--- config.mk ---
export PLATFORM = sky130hd
export DESIGN_NAME = icache_refill_ctrl
export DESIGN_NICKNAME = d
export VERILOG_FILES = /design/src/rtl/icache_pkg.sv /design/src/rtl/icache_refill_timer.sv /design/src/rtl/icache_refill_ctrl.sv
export SDC_FILE = /design/constraint.sdc
export NUM_CORES = 1
export LEC_CHECK = 0
export ABC_AREA = 1
export BUFFER_PORTS_ARGS = -buffer_cell sky130_fd_sc_hd__buf_2
export CORE_AREA = 8 8 147 122
export DETAILED_ROUTE_END_ITERATION = 10
export DIE_AREA = 0 0 155 130
export GPL_ROUTABILITY_DRIVEN = 0
export PLACE_DENSITY = 0.69
export SYNTH_ARGS = -nofsm -noshare
export SYNTH_HDL_FRONTEND = slang
export SYNTH_SLANG_ARGS = --single-unit
--- constraint.sdc ---
create_clock -name clk -period 3.6 [get_ports clk]
set_input_delay 0.72 -clock clk [delete_from_list [all_inputs] [get_ports clk]]
set_output_delay 0.72 -clock clk [all_outputs]
set_load 0.02 [all_outputs]
--- src/rtl/icache_pkg.sv ---
// Shared types and defaults for the instruction-cache refill engine.
package icache_pkg;

    // Refill FSM states
    typedef enum logic [2:0] {
        ST_IDLE,
        ST_REQ,
        ST_WAIT,
        ST_WRITE,
        ST_DONE,
        ST_ERR
    } refill_state_e;

    localparam int unsigned LINE_WORDS_DEF = 4;
    localparam int unsigned TIMEOUT_DEF    = 255;

    // Low opcode bits of a full 32-bit instruction; anything else is compressed
    localparam logic [1:0] OPC_32BIT = 2'b11;

    function automatic logic is_32bit_instr(input logic [15:0] halfword);
        return halfword[1:0] == OPC_32BIT;
    endfunction

endpackage

--- src/rtl/icache_refill_timer.sv ---
// Saturating 8-bit wait timer; flags expiry on the cycle the limit is reached.
module icache_refill_timer
    import icache_pkg::*;
#(
    parameter int unsigned TIMEOUT = TIMEOUT_DEF
) (
    input  logic clk,
    input  logic rst_n,
    input  logic i_load,
    input  logic i_count,
    output logic o_expire
);

    localparam logic [7:0] LIMIT = 8'(TIMEOUT - 1);

    logic [7:0] r_cnt;

    // Clear on load, otherwise count up while requested and stick at all-ones
    always_ff @(posedge clk or negedge rst_n) begin
        if (!rst_n) begin
            r_cnt <= '0;
        end else if (i_load) begin
            r_cnt <= '0;
        end else if (i_count && (r_cnt != '1)) begin
            r_cnt <= r_cnt + 8'd1;
        end
    end

    // This counting cycle is the TIMEOUT-th one without a response
    assign o_expire = i_count && (r_cnt >= LIMIT);

endmodule

--- src/rtl/icache_refill_ctrl.sv ---
// Refill engine in front of the L1 instruction cache: fetches the missing line
// word by word, plus the following line when a 32-bit instruction may straddle it.
module icache_refill_ctrl
    import icache_pkg::*;
#(
    parameter int unsigned LINE_WORDS = LINE_WORDS_DEF,
    parameter int unsigned TIMEOUT    = TIMEOUT_DEF
) (
    input  logic        clk,
    input  logic        reset,
    input  logic        miss_cache,
    input  logic [31:0] miss_pc,
    output logic        mem_req,
    output logic [31:0] mem_addr,
    input  logic        mem_gnt,
    input  logic        mem_rvalid,
    input  logic [31:0] mem_rdata,
    output logic [31:0] cache_input,
    output logic        save_to_cache,
    output logic [31:0] cache_waddr,
    output logic        line_valid,
    output logic        refill_busy,
    output logic        refill_done,
    output logic        refill_err
);

    localparam int unsigned       OFFS_W     = $clog2(LINE_WORDS);
    localparam int unsigned       LINE_LSB   = OFFS_W + 2;
    localparam logic [OFFS_W-1:0] LAST_WORD  = OFFS_W'(LINE_WORDS - 1);
    localparam logic [31:0]       LINE_BYTES = 32'(LINE_WORDS * 4);

    refill_state_e     r_state;
    logic [31:0]       r_base;
    logic [OFFS_W-1:0] r_wcnt;
    logic              r_two_lines;

    logic [OFFS_W-1:0] w_wcnt_inc;
    logic [31:0]       w_word_addr;
    logic [31:0]       w_next_word_addr;
    logic [31:0]       w_next_base;
    logic [31:0]       w_miss_base;
    logic              w_miss_two;
    logic              w_tmr_load;
    logic              w_tmr_count;
    logic              w_tmr_expire;
    logic              w_unused;

    // Base is line-aligned, so the word index simply fills the offset bits
    assign w_wcnt_inc       = r_wcnt + OFFS_W'(1);
    assign w_word_addr      = {r_base[31:LINE_LSB], r_wcnt, 2'b00};
    assign w_next_word_addr = {r_base[31:LINE_LSB], w_wcnt_inc, 2'b00};
    assign w_next_base      = r_base + LINE_BYTES;
    assign w_miss_base      = {miss_pc[31:LINE_LSB], {LINE_LSB{1'b0}}};
    assign w_miss_two       = miss_pc[1] & (miss_pc[LINE_LSB-1:2] == LAST_WORD);
    assign w_unused         = miss_pc[0];

    // Timer restarts on every request and runs while waiting for read data
    assign w_tmr_load  = (r_state == ST_REQ);
    assign w_tmr_count = (r_state == ST_WAIT) && !mem_rvalid;

    icache_refill_timer #(
        .TIMEOUT (TIMEOUT)
    ) u_timer (
        .clk      (clk),
        .rst_n    (reset),
        .i_load   (w_tmr_load),
        .i_count  (w_tmr_count),
        .o_expire (w_tmr_expire)
    );

    // Refill FSM; every output is registered and set on entry to the state that owns it
    always_ff @(posedge clk or negedge reset) begin
        if (!reset) begin
            r_state       <= ST_IDLE;
            r_base        <= '0;
            r_wcnt        <= '0;
            r_two_lines   <= 1'b0;
            mem_req       <= 1'b0;
            mem_addr      <= '0;
            cache_input   <= '0;
            save_to_cache <= 1'b0;
            cache_waddr   <= '0;
            line_valid    <= 1'b0;
            refill_busy   <= 1'b0;
            refill_done   <= 1'b0;
            refill_err    <= 1'b0;
        end else begin
            save_to_cache <= 1'b0;
            line_valid    <= 1'b0;
            refill_done   <= 1'b0;
            refill_err    <= 1'b0;

            case (r_state)
                ST_IDLE: begin
                    if (miss_cache) begin
                        r_base      <= w_miss_base;
                        r_wcnt      <= '0;
                        r_two_lines <= w_miss_two;
                        mem_req     <= 1'b1;
                        mem_addr    <= w_miss_base;
                        refill_busy <= 1'b1;
                        r_state     <= ST_REQ;
                    end
                end

                ST_REQ: begin
                    if (mem_gnt) begin
                        mem_req <= 1'b0;
                        if (mem_rvalid) begin
                            save_to_cache <= 1'b1;
                            cache_input   <= mem_rdata;
                            cache_waddr   <= w_word_addr;
                            line_valid    <= (r_wcnt == LAST_WORD);
                            r_state       <= ST_WRITE;
                        end else begin
                            r_state <= ST_WAIT;
                        end
                    end
                end

                ST_WAIT: begin
                    if (mem_rvalid) begin
                        save_to_cache <= 1'b1;
                        cache_input   <= mem_rdata;
                        cache_waddr   <= w_word_addr;
                        line_valid    <= (r_wcnt == LAST_WORD);
                        r_state       <= ST_WRITE;
                    end else if (w_tmr_expire) begin
                        refill_err  <= 1'b1;
                        refill_busy <= 1'b0;
                        r_state     <= ST_ERR;
                    end
                end

                ST_WRITE: begin
                    if (r_wcnt != LAST_WORD) begin
                        r_wcnt   <= w_wcnt_inc;
                        mem_req  <= 1'b1;
                        mem_addr <= w_next_word_addr;
                        r_state  <= ST_REQ;
                    end else if (r_two_lines) begin
                        r_base      <= w_next_base;
                        r_wcnt      <= '0;
                        r_two_lines <= 1'b0;
                        mem_req     <= 1'b1;
                        mem_addr    <= w_next_base;
                        r_state     <= ST_REQ;
                    end else begin
                        refill_done <= 1'b1;
                        refill_busy <= 1'b0;
                        r_state     <= ST_DONE;
                    end
                end

                ST_DONE: r_state <= ST_IDLE;
                ST_ERR:  r_state <= ST_IDLE;
                default: r_state <= ST_IDLE;
            endcase
        end
    end

endmodule

==> results.yml <==
status:
  status: "finished, final reports clean"
finish:
  area_delta_synth_final_pct: 21.08
  drive_gt1_share_pct: 22.03
  mostFrequentLayoutCells: "nand2_1, buf_2, nor2_1, dfrtp_1, inv_1"
  fill_cells: 1444
  diodes: 0
  final_common_cell: "nand2_1"
  nNetsFinal: 1163
global_routing:
  grt_pass1_vias: 6441
  grt_overflow: 0
  grt_max_degree: 94
  antenna_found_initial: 1
  track_usage_pct: 20.71
  grt_pass1_wl_mm: 33.08
die:
  num_rows: 41
  coreArea_um2: 15440
  ios: 171
  die_w_um: 155
  die_height_um: 130
  dieArea_um2: 20150
  start_util_pct: 47.05
cts:
  cts.sinks: 141
  cts_post_setup_buffers_inserted: 0
  cts_resized: 0
  cts_buffers: 17
  cts_hold_buf: 0
  clkSlewWorstSetupHoldPaths_ns: 0.06
  clockBufferDepth: 2
  clock_latency_ns: 0.42
  cts_root_buf: "clkbuf_16"
  htreeDepth: 4
  cts_tree: "built"
timing:
  rsz0062_at_grt: "no"
  fmax_ghz: 0.3986
  fin_setup_tns_ns: 0
  fin_crit_ns: 2.509
  fin_worst_skew_ns: 0.01066
  layout_setup_ws_ns: 1.091
  hold_slack_ns: 0.2648
  period_share_pct: 69.69
  tightest_slew_ns: 0.9791
  hold_viol_final: 0
  setup_viol: 0
  slew_headroom_pct: 34.57
  slew_violations: 0
drt:
  post_drt_via_cell_ratio: 4.989
  wl_per_cell_um: 15.51
  post-route-drc-count: 0
  dr_total_vias: 6576
  drt-total-wl_mm: 20.44
  drt-initial-drc-count: 544
  antenna_left: 0
  first_pass_iters: 5
yosys:
  syn_area_um2: 7264
  syn-instance-count: 935
  syn_area_per_cell_um2: 7.769
  ys_seq_area_share_pct: 48.57
  yosys_warnings: 0
  yosys.cell_types.count: 37
  ys_ff_latch: 141
critical_path:
  critical_path_class: "flop to flop"
  worstPathMaxFanout: 17
  end_kind: "flop"
  cpMaxStageDelayCell: "nor2_2"
  crit_required_ns: 3.94
  start_kind: "flop"
  crit_chain: "nor2_2 > nand2_1 > nand2_1 > nand2_2 > nor2_2 > buf_4 > or2_0 > a21boi_1"
  max_stage_delay_ns: 0.49
  crit_arrival_ns: 2.85
pwr:
  power_frac_clock_pct: 20.5
  sequentialPowerShare_pct: 31.7
  combPwrFrac_pct: 47.7
  cellPowerDensity_nw_per_um2: 1017
  p_leak_nw: 4.448
  intPower_mw: 4.865
  p_sw_share_pct: 45.60
  switching_power_mw: 4.078
  vdd_drop_max_mv: 0.4924
worst_hold_path:
  hp-class: "primary input to async pin"
placed_design:
  dpl.hpwl_mm: 14.47
  io_buffers: 167
  place_ws_ns: 1.096
run:
  drv_cap: 0
[logic make-up (layout without fill, tap and decap cells)]
family,after synthesis,after routing,synth area share (%)
AND/OR/NAND/NOR,505,505,29.38
AO/OA/AOI/OAI,149,149,11.83
flip-flops,141,141,48.57
buffers and inverters,123,290,8.026
XOR/XNOR,12,12,1.447
adder cells (fa/ha/maj),4,4,0.6890
other,1,2,0.05162
[power groups by stage]
stage	Clock, mW	Combinational (mW)	Sequential (mW)
final	1.84	4.27	2.84
after global routing	1.94	4.77	2.94
after CTS	1.86	4.30	2.84
after detailed placement	0	4.28	2.84
after global placement	0	4.21	2.83
after floorplan	0	2.52	3.40
[synthesized netlist by cell type]
cell type	count	area, um^2
nand2_1	251	942.2
nor2_1	143	536.8
dfrtp_1	141	3528
inv_1	76	285.3
nand3_1	62	310.3
a21oi_1	54	270.3
o21ai_0	51	255.2
or2_0	17	106.4
a21boi_1	16	120.1
buf_4	15	112.6
xor2_1	11	96.34
buf_2	9	45.04
clkbuf_1	9	33.78
a21oi_2	8	70.07
buf_6	7	78.83
nand2_2	7	43.79
inv_2	6	22.52
nor2_2	5	31.28
nor2_4	5	56.30
or2_2	5	31.28
a2bb2oi_1	4	35.03
a31oi_1	4	25.02
ha_1	4	50.05
nor3_1	4	20.02
nand4_1	3	18.77
o21ai_1	3	15.01
o31ai_1	3	22.52
o211ai_1	2	15.01
o221ai_1	2	17.52
a211oi_1	1	7.510
clkbuf_2	1	5.000
conb_1	1	3.750
nand3_2	1	10.01
nand3b_1	1	7.510
nor2_8	1	20.02
o22ai_1	1	6.260
xnor2_1	1	8.760
[metal layers]
layer	routed length [um]	track usage [%]	vias up
met3	1999	8.526	27
li1	-	-	3267
met4	307	6.555	2
met5	12	0	-
met2	8638	30.83	258
met1	9481	27.02	3022
[registers in the layout, indices dropped and copies added (netlist names)]
signal,flops
r_two_lines,1
save_to_cache,1
refill_busy,1
r_base,28
mem_addr,31
r_wcnt,2
refill_done,1
line_valid,1
r_state,3
cache_input,32
cache_waddr,30
u_timer.r_cnt,8
refill_err,1
mem_req,1
[per-stage QoR]
step           cell area (um^2)  util, %  power [mW]  cells
6_report                   8796    56.96       8.943   1318
5_1_grt                    8796    56.96       9.647   1318
4_1_cts                    8796    56.96       9.002   1318
3_5_place_dp               8189    53.03       7.122   1286
3_3_place_gp               8189    53.03       7.038   1286
2_1_floorplan              7268        -       5.920    936
[final cells by class]
class,instances,area [um^2],area share (%)
Multi-Input combinational cell,672,3162,35.95
Timing Repair Buffer,176,922.1,10.48
Clock inverter,12,170.2,1.935
Tap cell,215,269.0,3.058
Sequential cell,141,3528,40.11
Inverter,82,307.8,3.499
Clock buffer,20,436.7,4.964
[path summary, 6_finish.rpt]
kind | start | to | slack [ns] | cells after the start
max | r_state[2] | mem_addr[17] | 1.09 | 8
min | reset | u_timer.r_cnt[0] | 0.26 | 1
max reg2reg | r_state[2] | mem_addr[17] | 1.09 | 8
min reg2reg | mem_addr[6] | mem_addr[6] | 0.48 | 2
max in group asynchronous | reset | r_base[10] | 2.47 | 2
min in group clk | mem_addr[6] | mem_addr[6] | 0.48 | 2
[worst max-delay path: cells and delay by family, from the launching register on]
family	cells	cell delay [ns]
buf+inv	1	0.34
simple gates	6	1.49
compound gates	1	0.17
flops	1	0.42
(Power assumes the default switching activity.)
